--- src/rtl/stdp_pkg.sv ---
// Shared definitions for the STDP learning slice.
// Holds the network dimensions, the packed weight-bus lane layout and the
// postsynaptic neuron state encoding used by lif_post_neuron.
package stdp_pkg;

    localparam int unsigned NUM_PRE_NEURONS = 4;
    localparam int unsigned W_BITS          = 4;
    localparam int unsigned POT_BITS        = 8;

    // Packed weight bus: lane 0 sits in the most significant nibble.
    localparam int unsigned WBUS_BITS = NUM_PRE_NEURONS * W_BITS;
    // Sum of four W_BITS weights never exceeds W_BITS+2 bits.
    localparam int unsigned SUM_BITS  = W_BITS + 2;

    // LSB position of weight lane i on the packed bus.
    function automatic int unsigned lane_lsb(input int unsigned i);
        return (NUM_PRE_NEURONS - 1 - i) * W_BITS;
    endfunction

    typedef enum logic {
        INTEGRATE  = 1'b0,
        REFRACTORY = 1'b1
    } neuron_state_t;

endpackage

--- src/rtl/lif_post_neuron_if.sv ---
// Synaptic input / neuron output bundle between the STDP weight stage
// and the postsynaptic neuron.
//   pre_spike   : presynaptic spike vector (bit i pairs with weight lane i)
//   weight      : packed weights, lane 0 at the top nibble
//   post_spike  : single-cycle fire pulse
//   membrane    : registered membrane potential
//   refractory  : high while the neuron is refractory
//   spike_count : fires since reset, wraps at 255
// master drives the synaptic side, slave is the neuron.
interface lif_post_neuron_if;
    import stdp_pkg::*;

    logic [NUM_PRE_NEURONS-1:0] pre_spike;
    logic [WBUS_BITS-1:0]       weight;
    logic                       post_spike;
    logic [POT_BITS-1:0]        membrane;
    logic                       refractory;
    logic [7:0]                 spike_count;

    modport master (
        output pre_spike, weight,
        input  post_spike, membrane, refractory, spike_count
    );

    modport slave (
        input  pre_spike, weight,
        output post_spike, membrane, refractory, spike_count
    );

endinterface

--- src/rtl/lif_post_neuron_syn_input_sum.sv ---
// Combinational synaptic input summation.
//   pre_spike : presynaptic spike vector
//   weight    : packed weight bus (lane i at lane_lsb(i))
//   sum       : sum of weights whose spike bit is set
module syn_input_sum
    import stdp_pkg::*;
(
    input  logic [NUM_PRE_NEURONS-1:0] pre_spike,
    input  logic [WBUS_BITS-1:0]       weight,
    output logic [SUM_BITS-1:0]        sum
);

    always_comb begin
        sum = '0;
        for (int unsigned i = 0; i < NUM_PRE_NEURONS; i++) begin
            if (pre_spike[i]) begin
                sum = sum + SUM_BITS'(weight[lane_lsb(i) +: W_BITS]);
            end
        end
    end

endmodule

--- src/rtl/lif_post_neuron.sv ---
// Leaky integrate-and-fire postsynaptic neuron.
//   clk : rising-edge clock
//   rst : synchronous active-high reset
//   bus : slave side of lif_post_neuron_if (spikes/weights in,
//         post_spike/membrane/refractory/spike_count out)
// Integrates gated weights with a constant leak, saturates the potential,
// fires on reaching THRESHOLD and then blanks input for REFRACT_CYCLES.
module lif_post_neuron
    import stdp_pkg::*;
#(
    parameter int unsigned THRESHOLD      = 40,
    parameter int unsigned LEAK           = 1,
    parameter int unsigned REFRACT_CYCLES = 4
) (
    input logic               clk,
    input logic               rst,
    lif_post_neuron_if.slave  bus
);

    localparam int unsigned CNT_BITS = (REFRACT_CYCLES > 1) ? $clog2(REFRACT_CYCLES) : 1;
    localparam logic [POT_BITS:0]   LEAK_W = (POT_BITS + 1)'(LEAK);
    localparam logic [POT_BITS:0]   THR_W  = (POT_BITS + 1)'(THRESHOLD);
    localparam logic [POT_BITS:0]   SAT_W  = {1'b0, {POT_BITS{1'b1}}};
    localparam logic [CNT_BITS-1:0] REFR_LOAD = CNT_BITS'(REFRACT_CYCLES - 1);

    neuron_state_t        state, state_n;
    logic [CNT_BITS-1:0]  refr_cnt, refr_cnt_n;
    logic [POT_BITS-1:0]  membrane, membrane_n;
    logic                 post_spike, post_spike_n;
    logic [7:0]           spike_count, spike_count_n;

    logic [SUM_BITS-1:0]  sum;
    logic [POT_BITS:0]    acc_raw, acc_leak, acc;

    syn_input_sum u_sum (
        .pre_spike (bus.pre_spike),
        .weight    (bus.weight),
        .sum       (sum)
    );

    // One spare bit above the potential so leak and saturation see the
    // true sum before it is clipped.
    always_comb begin
        acc_raw  = {1'b0, membrane} + (POT_BITS + 1)'(sum);
        acc_leak = (acc_raw >= LEAK_W) ? (acc_raw - LEAK_W) : '0;
        acc      = (acc_leak > SAT_W) ? SAT_W : acc_leak;
    end

    always_comb begin
        state_n       = state;
        refr_cnt_n    = refr_cnt;
        membrane_n    = membrane;
        post_spike_n  = 1'b0;
        spike_count_n = spike_count;
        case (state)
            INTEGRATE: begin
                if (acc >= THR_W) begin
                    membrane_n    = '0;
                    post_spike_n  = 1'b1;
                    spike_count_n = spike_count + 8'd1;
                    refr_cnt_n    = REFR_LOAD;
                    state_n       = REFRACTORY;
                end else begin
                    membrane_n = acc[POT_BITS-1:0];
                end
            end
            REFRACTORY: begin
                membrane_n = '0;
                if (refr_cnt != '0) begin
                    refr_cnt_n = refr_cnt - 1'b1;
                end else begin
                    state_n = INTEGRATE;
                end
            end
            default: begin
                state_n = INTEGRATE;
            end
        endcase
    end

    always_ff @(posedge clk) begin
        if (rst) begin
            state       <= INTEGRATE;
            refr_cnt    <= '0;
            membrane    <= '0;
            post_spike  <= 1'b0;
            spike_count <= '0;
        end else begin
            state       <= state_n;
            refr_cnt    <= refr_cnt_n;
            membrane    <= membrane_n;
            post_spike  <= post_spike_n;
            spike_count <= spike_count_n;
        end
    end

    assign bus.membrane    = membrane;
    assign bus.post_spike  = post_spike;
    assign bus.spike_count = spike_count;
    // state is a register, so this is as clean as a separate flop.
    assign bus.refractory  = (state == REFRACTORY);

endmodule

--- src/flat_wrapper.sv ---
// flat-port wrapper written by rule: the top's interface ports become plain ports
module lif_post_neuron_flat import stdp_pkg::*;
#(
    parameter int unsigned THRESHOLD      = 40,
    parameter int unsigned LEAK           = 1,
    parameter int unsigned REFRACT_CYCLES = 4
)
  (clk, rst, bus_pre_spike, bus_weight, bus_post_spike, bus_membrane, bus_refractory, bus_spike_count);
  lif_post_neuron_if bus_i ();
  input logic clk;
  input logic rst;
  input wire logic [$bits(bus_i.pre_spike)-1:0] bus_pre_spike;
  input wire logic [$bits(bus_i.weight)-1:0] bus_weight;
  output wire logic [$bits(bus_i.post_spike)-1:0] bus_post_spike;
  output wire logic [$bits(bus_i.membrane)-1:0] bus_membrane;
  output wire logic [$bits(bus_i.refractory)-1:0] bus_refractory;
  output wire logic [$bits(bus_i.spike_count)-1:0] bus_spike_count;
  assign bus_i.pre_spike = bus_pre_spike;
  assign bus_i.weight = bus_weight;
  assign bus_post_spike = bus_i.post_spike;
  assign bus_membrane = bus_i.membrane;
  assign bus_refractory = bus_i.refractory;
  assign bus_spike_count = bus_i.spike_count;
  lif_post_neuron #(.THRESHOLD(THRESHOLD), .LEAK(LEAK), .REFRACT_CYCLES(REFRACT_CYCLES)) u_core (.clk(clk), .rst(rst), .bus(bus_i));
endmodule
--- config.mk ---
export PLATFORM = sky130hd
export DESIGN_NAME = lif_post_neuron_flat
export DESIGN_NICKNAME = d
export VERILOG_FILES = /design/src/rtl/stdp_pkg.sv /design/src/rtl/lif_post_neuron_if.sv /design/src/rtl/lif_post_neuron_syn_input_sum.sv /design/src/rtl/lif_post_neuron.sv /design/src/flat_wrapper.sv
export SDC_FILE = /design/constraint.sdc
export NUM_CORES = 1
export LEC_CHECK = 0
export ABC_AREA = 0
export CAP_MARGIN = 10
export CORE_MARGIN = 2
export CORE_UTILIZATION = 50
export CTS_CLUSTER_SIZE = 25
export DETAILED_ROUTE_END_ITERATION = 12
export GPL_ROUTABILITY_DRIVEN = 1
export PLACE_DENSITY = 0.81
export SYNTH_ARGS = -nofsm -noshare
export SYNTH_HDL_FRONTEND = slang
export SYNTH_SLANG_ARGS = --single-unit
--- constraint.sdc ---
create_clock -name clk -period 9.35 [get_ports clk]
set_input_delay 2.3375 -clock clk [delete_from_list [all_inputs] [get_ports clk]]
set_output_delay 2.3375 -clock clk [all_outputs]
set_load 0.01 [all_outputs]
After elaboration in Yosys (flattened, before gate mapping)
Cells that the tools add are included.
Operators by class
  reductions and logical operators: 4
  order comparisons: 3
  equal/unequal tests: 2
  muxes and demuxes: 14
  $add $sub $neg: 7
  bitwise logic cells: 1
Operator list (count)
  6-bit by 4-bit adder with 6-bit output: 3
  6-bit two-way mux: 3
  9-bit two-way mux: 2
  8-bit case mux with 2 select lines: 1
  8-bit by 6-bit adder with 9-bit output: 1
  9-bit by 1-bit >= comparator with 1-bit output (second input constant): 1
  9-bit by 6-bit >= comparator with 1-bit output (second input constant): 1
  9-bit by 8-bit > comparator with 1-bit output (second input constant): 1
  9-bit by 1-bit subtractor with 9-bit output (second input constant): 1
  8-bit by 1-bit adder with 8-bit output (second input constant): 1
  8-bit two-way mux: 1
  2-bit two-way mux: 2
  4-bit two-way mux: 1
  2-bit case mux with 2 select lines: 1
  2-bit AND reduction: 2
  1-bit two-way mux: 2
  2-bit by 1-bit != test with 1-bit output (second input constant): 1
  2-bit != test (second input constant): 1
  1-bit case mux with 2 select lines: 1
  2-bit nonzero test: 1
  2-bit OR reduction: 1
  2-bit by 1-bit subtractor with 2-bit output (second input constant): 1
  1-bit NOT: 1
Word-level totals
  word-level logic and storage cells: 36
  output and inout port bits: 18
  register bits after elaboration: 20
  input port bits: 22

Logic depth before layout (Yosys ltp)
Gate-level depths: netlist (run 1).
  word-level depth: 15
  depth in mapped cells: 30
  gate-level depth less buffers: 28

Modules after synthesis
From an unflattened synthesis (run 1), not the netlist that was laid out.
Unflattened totals
  cells, all modules: 277
  area total of the unflattened synthesis: 2249.7 sq um
Modules (own cells, without submodules)
  lif_post_neuron: seq. area each 400.4 sq um, cells each 181, times used 1, area an instance 1487.7 sq um
  syn_input_sum: seq. area each 0.0 sq um, cells each 96, times used 1, area an instance 762.0 sq um

Least setup slack after synthesis (run 1)
OpenSTA, ideal clock, no wires.
  path type: input port to flip-flop
  start: input port bus_weight[12]
  end: register u_core.spike_count[6] (netlist: u_core.bus.spike_count[6])
  cell stages on the path: 27
  required time: 9.227 ns
  arrival time: 7.752 ns
  setup time: 0.123 ns
  path slack: 1.475 ns
  path buffers: 2
  path through: and2_1 -> ha_1 -> inv_1 -> fa_1 -> mux2i_1 -> fa_1 -> mux2_2 -> ha_1 -> a21o_1 -> a21oi_1 -> nor2b_1 -> o21ai_0 -> inv_1 -> maj3_1 -> o21a_1 -> ha_1 -> clkbuf_2 -> nand2_1 -> o21ai_1 -> a41oi_2 -> xnor2_1 -> a21oi_1 -> o211a_1 -> or2_2 -> clkbuf_1 -> nor4b_1 -> mux2_1
On the way
  longest elaborated chain between the ends: 14
  elaborated cells between the ends (all ways): 15
  classes of those cells: add/sub: 5; order compare: 3; mux: 6; reduce/logical: 1
Ends and longest elaborated chain
  start, declared: RTL line flat_wrapper.sv:13  | input wire logic [$bits(bus_i.weight)-1:0] bus_weight;
  4-bit two-way mux *: RTL line lif_post_neuron_syn_input_sum.sv:16  | if (pre_spike[i]) begin
  6-bit by 4-bit adder with 6-bit output: RTL line lif_post_neuron_syn_input_sum.sv:17  | sum = sum + SUM_BITS'(weight[lane_lsb(i) +: W_BITS]);
  6-bit two-way mux *: RTL line lif_post_neuron_syn_input_sum.sv:16
  6-bit by 4-bit adder with 6-bit output: RTL line lif_post_neuron_syn_input_sum.sv:17
  6-bit two-way mux *: RTL line lif_post_neuron_syn_input_sum.sv:16
  6-bit by 4-bit adder with 6-bit output: RTL line lif_post_neuron_syn_input_sum.sv:17
  6-bit two-way mux *: RTL line lif_post_neuron_syn_input_sum.sv:16
  8-bit by 6-bit adder with 9-bit output *: RTL line lif_post_neuron.sv:44  | acc_raw = {1'b0, membrane} + (POT_BITS + 1)'(sum);
  9-bit by 1-bit subtractor with 9-bit output or 9-bit by 1-bit >= comparator with 1-bit output (tied branches): RTL line lif_post_neuron.sv:45  | acc_leak = (acc_raw >= LEAK_W) ? (acc_raw - LEAK_W) : '0;
  9-bit two-way mux *: RTL line lif_post_neuron.sv:45
  9-bit by 8-bit > comparator with 1-bit output: RTL line lif_post_neuron.sv:46  | acc = (acc_leak > SAT_W) ? SAT_W : acc_leak;
  9-bit two-way mux *: RTL line lif_post_neuron.sv:46
  9-bit by 6-bit >= comparator with 1-bit output *: RTL line lif_post_neuron.sv:57  | if (acc >= THR_W) begin
  2-bit AND reduction (no line) *
  end signal, assigned: RTL line lif_post_neuron.sv:93  | spike_count <= spike_count_n;
  end, declared: RTL line lif_post_neuron.sv:30  | logic [7:0] spike_count, spike_count_n;
Every way passes the cells marked *; elsewhere a longest branch is shown, timed or not.
A chain may end at the register's enable or synchronous reset.

Worst setup path after layout (run 1)
  start: input port bus_pre_spike[0]
  end: register u_core.spike_count[6] (netlist: u_core.bus.spike_count[6])
On the way
  longest elaborated chain between the ends: 14
  elaborated cells between the ends (all ways): 15
  classes of those cells: add/sub: 5; order compare: 3; mux: 6; reduce/logical: 1
Ends and longest elaborated chain
  start, declared: RTL line flat_wrapper.sv:12  | input wire logic [$bits(bus_i.pre_spike)-1:0] bus_pre_spike;
  4-bit two-way mux *: RTL line lif_post_neuron_syn_input_sum.sv:16
  6-bit by 4-bit adder with 6-bit output: RTL line lif_post_neuron_syn_input_sum.sv:17
  6-bit two-way mux *: RTL line lif_post_neuron_syn_input_sum.sv:16
  6-bit by 4-bit adder with 6-bit output: RTL line lif_post_neuron_syn_input_sum.sv:17
  6-bit two-way mux *: RTL line lif_post_neuron_syn_input_sum.sv:16
  6-bit by 4-bit adder with 6-bit output: RTL line lif_post_neuron_syn_input_sum.sv:17
  6-bit two-way mux *: RTL line lif_post_neuron_syn_input_sum.sv:16
  8-bit by 6-bit adder with 9-bit output *: RTL line lif_post_neuron.sv:44
  9-bit by 1-bit subtractor with 9-bit output or 9-bit by 1-bit >= comparator with 1-bit output (tied branches): RTL line lif_post_neuron.sv:45
  9-bit two-way mux *: RTL line lif_post_neuron.sv:45
  9-bit by 8-bit > comparator with 1-bit output: RTL line lif_post_neuron.sv:46
  9-bit two-way mux *: RTL line lif_post_neuron.sv:46
  9-bit by 6-bit >= comparator with 1-bit output *: RTL line lif_post_neuron.sv:57
  2-bit AND reduction (no line) *
Marks and branches as above.

==> results.md, run 1 <==
- Flops & latches, synth: 20
- WP data required: 9510 ps
- Clock Pin Slew Worst Setup and Hold Paths: 80 ps
- Clock period minus worst slack: 8400 ps
- R2r setup slk: 5800 ps
- Slew margin rel.: 62.0%
- Post-CTS Setup Bufs: 0
- Overflow after GRT: 0
- Vias in the first global route: 1778
- Sw Share: 40.7%
- Setup crit start kind: input port
- Skew-Pair Late Insertion Delay: 270 ps
- Post-Synthesis Cells: 248
- Detailed-route vias per instance: 5.68
- Cell Pwr Density: 175 nW/um^2
- Worst EP arrival: 8560 ps
- P&R area growth vs syn: 23.5%
- Max_cap viols: 0
- CP Max Fanout: 11
- Tightest Pin Transition: 568 ps
- Outcome: completed
- Post-route setup slack: 950 ps
- Dominant cells by area after synthesis: dfxtp_1, ha_1, a21oi_1
- Hold WC Path Type: register to register
- Die ar.: 4610 um^2
- Setup TNS: 0 ps
- Crit path capture: u_core.bus.spike_count[6]$_SDFFE_PP0P_
- Port bufs: 39
- Leakage: 1.03 nW
- Commonest cells post-synth: a21oi_1, ha_1, dfxtp_1, nor2_1, inv_1
- CTS Sinks: 20
- RR Endpoint: u_core.bus.membrane[2]$_SDFF_PP0_
- Seq/Total Area, Yosys: 19.6%
- DR pass1 iterations: 4
- Post-CTS resize count: 0
- Share of cells above drive strength 1: 9.19%
- Post-synth top flop: dfxtp_1
- Placed insts: 329
- H-tree level count: 1
- Yosys top cell by area: dfxtp_1
- Iter 0 DRT Violations: 50
- Initial antenna violation count: 0
- GRT Util Overall: 21.2%
- Tot Pwr: 0.442 mW
- GPL Wtd Cong: 0.834
- Final net count: 331
- Final slew viol count: 0
- Synth Area per Inst: 8.24 um^2
- Final setup violation count: 0
- Core Footprint: 3970 um^2
- First-pass GRT wire length: 7560 um
- Maximum vdd drop: 159 uV
- Count leader, synth: a21oi_1
- # IOs: 40
- Row cnt: 23
- Clock Power Share: 20.3%
- Worst Setup SP: bus_pre_spike[0]
- Synthesized cell area: 2040 um^2
- Fillcell total: 342
- RSZ-0062 raised after global routing: false
- Class of the most critical setup path: input port to register
- Post-synthesis async set-or-reset flop share: 0%
- Final ANT Viol Nets: 0
- Clk_skew: 6.05 ps
- Post-synth EDFFs: 0
- Bufs on Longest Clock Path: 2
- Detailed Place HPWL: 3680 um
- Largest net degree at the start of global routing: 18
- Synth cell types: 58
- Worst Reg-to-Reg Cells: 12
- Diodes inserted: 0
- Drt wl/cell: 14.0 um
- Starting Density: 51.4%
- Synth Warn #: 0
- Die Ht: 67.9 um
- Hold-fix buffers, CTS: 0
- Fmax: 0.119 GHz
- Post-Layout Cell Count: 333
- CTS Root Cell: clkbuf_8
- Gate power share: 55.1%
- Switching power: 0.180 mW
- Internal power: 0.262 mW
- CTS tree: built
- Final hold vios: 0
- Num CTS Buffers: 3
- Post-synth top area share: 19.6%
- Die X: 67.9 um
- Final period util: 89.8%
- Routed via count: 1890
- Drt total wl: 4650 um
- Seq pwr share: 24.7%
- DR DRC count: 0
- Crit end category: register
- R2r startpoint: u_core.bus.membrane[0]$_SDFF_PP0_
- Setup WS pre-CTS: 641 ps
## critical path: stages
cell	delay, ps
clkdlybuf4s50_1	520
and2_1	160
ha_1	180
inv_1	60
fa_1	440
mux2i_1	320
fa_1	470
mux2_2	310
ha_1	270
a21o_1	170
a21oi_1	200
nor2b_1	70
o21ai_0	270
inv_1	80
maj3_1	350
o21a_1	120
ha_1	400
nand2_1	80
o21ai_1	160
a41oi_2	50
xnor2_1	250
a21oi_1	110
o211a_1	140
or2_2	360
nor4b_1	320
mux2_1	360
## cell usage in the layout (no fill, tap or decap), types with 10 or more instances in the layout
master	synthesis	final
mux2_2	10	10
a21oi_1	25	25
ha_1	21	21
nand2_1	12	12
clkdlybuf4s50_1	0	39
nand3_1	10	10
nor2b_1	10	10
nor2_1	20	20
o21ai_0	12	12
xnor2_1	10	10
dfxtp_1	20	20
inv_1	14	14
## worst min-delay path by stage
| stage | end | from | cells past startpoint | slack, ps |
|---|---|---|---|---|
| final | u_core.bus.spike_count[4]$_SDFFE_PP0P_ | u_core.bus.spike_count[4]$_SDFFE_PP0P_ | 2 | 530 |
| after CTS | u_core.bus.spike_count[4]$_SDFFE_PP0P_ | u_core.bus.spike_count[4]$_SDFFE_PP0P_ | 2 | 530 |
| after detailed placement | u_core.bus.spike_count[4]$_SDFFE_PP0P_ | u_core.bus.spike_count[4]$_SDFFE_PP0P_ | 2 | 510 |
| after global placement | u_core.bus.spike_count[4]$_SDFFE_PP0P_ | u_core.bus.spike_count[4]$_SDFFE_PP0P_ | 2 | 510 |
| after floorplan | u_core.bus.spike_count[4]$_SDFFE_PP0P_ | u_core.bus.spike_count[4]$_SDFFE_PP0P_ | 2 | 520 |
| after global routing | u_core.bus.spike_count[4]$_SDFFE_PP0P_ | u_core.bus.spike_count[4]$_SDFFE_PP0P_ | 2 | 570 |
## metal layers
metal / track usage (%) / vias up / share of wire [%]
met2: 39.1 / 59 / 48
met1: 25.2 / 854 / 44
li1: - / 970 / -
met5: 0 / - / 0
met3: 2.80 / 7 / 6.7
met4: 6.50 / 0 / 1.6
## stage by stage
stage	util, %	instance area [um^2]	hold WS (ps)
2_1_floorplan	-	2050	521
3_3_place_gp	61.8	2450	510
3_5_place_dp	61.8	2450	515
4_1_cts	63.5	2520	529
5_1_grt	63.5	2520	567
6_report	63.5	2520	534
## flip-flops by register name, summed over array words and instances, names as in the netlist
name	flops
u_core.bus.membrane	8
u_core.bus.post_spike	1
u_core.bus.refractory	1
u_core.bus.spike_count	8
u_core.refr_cnt	2
## power groups by stage
stage,clock network (mW),logic [mW],registers [mW]
floorplan,0,0.176,0.112
global placement,0,0.234,0.110
detailed placement,0,0.242,0.111
CTS,0.0895,0.243,0.109
global route,0.0919,0.274,0.111
finish,0.0897,0.243,0.109
## cell type report
cell class / instances / area, um^2 / area share, %
inverter: 14 / 52.6 / 2.08
timing repair buffer: 39 / 390 / 15.5
clock buffer: 3 / 41.3 / 1.64
sequential: 20 / 400 / 15.9
tap: 50 / 62.6 / 2.48
clock inverter: 1 / 30.0 / 1.19
multi-input combinational: 206 / 1550 / 61.3
## cells by family (layout without fill, tap and decap cells)
family          after synthesis  after routing  synth area share, %
xor+xnor                     16             16                 7.23
compound gates               68             68                 22.4
fa+ha+maj                    27             27                 17.8
simple gates                 80             80                 20.9
flops                        20             20                 19.6
mux                          13             13                 7.04
other cells                   1              2                0.184
buf+inv                      23             57                 4.90
No activity file was read; power rests on OpenSTA's default activity.
==> run 2, diff against run 1 <==
- CAP_MARGIN: 10 -> not set
- CTS_BUF_LIST: not set -> sky130_fd_sc_hd__clkbuf_8
- PLACE_DENSITY: 0.81 -> 0.79
- SYNTH_HIERARCHICAL: not set -> 1
==> results.md, run 2 <==
- Bufs on Longest Clock Path: 2 (unchanged)
- Slew margin rel.: 57.3% (was 62.0%)
- Commonest cells after routing, fill and taps aside: clkdlybuf4s50_1, nor2_1, ha_1 (was clkdlybuf4s50_1, a21oi_1, ha_1)
- Leakage: 1.15 nW (was 1.03 nW)
- Post-synth top area share: 17.8% (was 19.6%)
- Row cnt: 24 (was 23)
- Detailed Place HPWL: 3820 um (was 3680 um)
- RSZ-0062 raised after global routing: false (unchanged)
- Vias in the first global route: 1921 (was 1778)
- Num CTS Buffers: 3 (unchanged)
- Final slew viol count: 0 (unchanged)
- Crit end category: register (unchanged)
- Seq/Total Area, Yosys: 17.8% (was 19.6%)
- Cell Pwr Density: 167 nW/um^2 (was 175 nW/um^2)
- DR DRC count: 0 (unchanged)
- Synth Warn #: 6 (was 0)
- CTS tree: built (unchanged)
- GPL Wtd Cong: 0.893 (was 0.834)
- Most common cell after layout, fill and taps aside: clkdlybuf4s50_1 (unchanged)
- Post-Layout Cell Count: 363 (was 333)
- Die Ht: 71.1 um (was 67.9 um)
- Share of cells above drive strength 1: 9.00% (was 9.19%)
- H-tree level count: 1 (unchanged)
- Slowest CP cell: clkdlybuf4s50_1 (unchanged)
- Post-synthesis async set-or-reset flop share: 0% (unchanged)
- Drt total wl: 4880 um (was 4650 um)
- GRT Util Overall: 19.7% (was 21.2%)
- Post-Synthesis Cells: 277 (was 248)
- Post-synth EDFFs: 0 (unchanged)
- Outcome: completed (unchanged)
- Clock period minus worst slack: 8890 ps (was 8400 ps)
- Regs by FF count: u_core/bus.membrane x8, u_core/bus.spike_count x8, u_core/refr_cnt x2 (was u_core.bus.membrane x8, u_core.bus.spike_count x8, u_core.refr_cnt x2)
- Tightest Pin Transition: 639 ps (was 568 ps)
- # IOs: 40 (unchanged)
- Final period util: 95.1% (was 89.8%)
- Starting Density: 51.7% (was 51.4%)
- Maximum vdd drop: 136 uV (was 159 uV)
- Setup TNS: 0 ps (unchanged)
- Initial antenna violation count: 0 (unchanged)
- Dominant cells by area after synthesis: dfxtp_1, ha_1, a21oi_1 (unchanged)
- Final hold vios: 0 (unchanged)
- Port bufs: 39 (unchanged)
- Post-CTS Setup Bufs: 0 (unchanged)
- Final net count: 360 (was 331)
- CP Max Fanout: 11 (unchanged)
- Fmax: 0.112 GHz (was 0.119 GHz)
- CTS Sinks: 20 (unchanged)
- Largest net degree at the start of global routing: 21 (was 18)
- Flops & latches, synth: 20 (unchanged)
- Most common cell on crit path: ha_1 (unchanged)
- Overflow after GRT: 0 (unchanged)
- CTS Root Cell: clkbuf_8 (unchanged)
- Class of the most critical setup path: input port to register (unchanged)
- Final setup violation count: 0 (unchanged)
- P&R area growth vs syn: 21.3% (was 23.5%)
- CP max stage delay: 610 ps (was 520 ps)
- R2r setup slk: 5980 ps (was 5800 ps)
- Final ANT Viol Nets: 0 (unchanged)
- Die ar.: 5050 um^2 (was 4610 um^2)
- First-pass GRT wire length: 8210 um (was 7560 um)
- Drt wl/cell: 13.4 um (was 14.0 um)
- Diodes inserted: 0 (unchanged)
- Iter 0 DRT Violations: 72 (was 50)
- Yosys top cell by area: dfxtp_1 (unchanged)
- Clk_skew: 3.37 ps (was 6.05 ps)
- Setup crit start kind: input port (unchanged)
- Die X: 71.1 um (was 67.9 um)
- Worst EP arrival: 9050 ps (was 8560 ps)
- Placed insts: 359 (was 329)
- Synthesized cell area: 2250 um^2 (was 2040 um^2)
- WP data required: 9510 ps (about the same)
- Max_cap viols: 0 (unchanged)
- Synth Area per Inst: 8.12 um^2 (was 8.24 um^2)
- Routed via count: 2093 (was 1890)
- Commonest cells post-synth: ha_1, nor2_1, a21oi_1 (was a21oi_1, ha_1, dfxtp_1, nor2_1, inv_1)
- DR pass1 iterations: 4 (unchanged)
- Post-synth top flop: dfxtp_1 (unchanged)
- Core Footprint: 4350 um^2 (was 3970 um^2)
- Skew-Pair Late Insertion Delay: 260 ps (was 270 ps)
- Hold WC Path Type: register to register (unchanged)
- Synth cell types: 60 (was 58)
- Clock Pin Slew Worst Setup and Hold Paths: 80 ps (about the same)
- Detailed-route vias per instance: 5.77 (was 5.68)
[run 2: cell count changes after synthesis, moves of 4 or more]
cell     change
a21oi_1      -4
and3_1       +5
inv_1        +4
nand2_1      +5
nor3_1       +7
o21ai_0      -4
or3_1        +5
[run 2: what timing repair did]
| action | CTS | global route |
|---|---|---|
| endpoints found under the setup margin | 0 | 9 |
| resized for setup | 0 | 3 |
| hold buffers | 0 | 0 |
[run 2: routing by layer]
layer | vias up | track usage, % | wire length [um]
li1 | 1074 | - | -
met1 | 971 | 26.8 | 2360
met2 | 42 | 32.9 | 2280
met3 | 6 | 2.28 | 192
met4 | 0 | 6.08 | 57
met5 | - | 0 | 0
[run 2: final cells by class]
cell class | instances | area (um^2)
Multi-Input combinational cell | 230 | 1730
Fill cell | 390 | 1630
Sequential cell | 20 | 400
Timing Repair Buffer | 39 | 390
Inverter | 18 | 67.6
Tap cell | 52 | 65.1
Clock buffer | 3 | 41.3
Clock inverter | 1 | 30.0
[run 2: worst max-delay path, delay by kind of cell]
family	cells	cell delay, ps
buffers and inverters	2	660
muxes	2	480
xor gates and xnor gates	3	420
AOI/OAI and AO/OA	5	1590
adders and majority gates	5	1570
and+or+nand+nor	10	1990
[run 2: cell families after synthesis]
| family | Yosys count | synth area share, % |
|---|---|---|
| compound gates | 66 | 22.1 |
| xor+xnor | 11 | 4.28 |
| fa+ha+maj | 26 | 15.8 |
| buf+inv | 28 | 5.62 |
| flops | 20 | 17.8 |
| mux | 15 | 7.73 |
| other cells | 1 | 0.167 |
| simple gates | 110 | 26.5 |
[run 2: through the flow]
step | util (%) | power [mW] | setup WS, ps | instance area (um^2) | hold slack, ps
after global placement | 60.9 | 0.354 | 392 | 2650 | 480
after global routing | 62.7 | 0.491 | 13.0 | 2730 | 540
final | 62.7 | 0.455 | 460 | 2730 | 495
after CTS | 62.5 | 0.450 | 462 | 2720 | 501
after floorplan | - | 0.296 | 1330 | 2250 | 475
after detailed placement | 60.9 | 0.361 | 192 | 2650 | 485
[run 2: worst paths after layout]
kind	from	end	cells after the start
setup / recovery	bus_pre_spike[0]	u_core/bus.spike_count[4]$_SDFFE_PP0P_	27
hold / removal	u_core/bus.spike_count[7]$_SDFFE_PP0P_	u_core/bus.spike_count[7]$_SDFFE_PP0P_	2
setup reg to reg	u_core/bus.membrane[0]$_SDFF_PP0_	u_core/bus.spike_count[4]$_SDFFE_PP0P_	11
hold reg to reg	u_core/bus.spike_count[7]$_SDFFE_PP0P_	u_core/bus.spike_count[7]$_SDFFE_PP0P_	2
[run 2: power by group]
part,internal (mW),total (mW),switching [mW]
logic,0.115,0.257,0.141
clock network,0.0572,0.0880,0.0308
registers,0.0981,0.110,0.0119
total,0.271,0.455,0.184
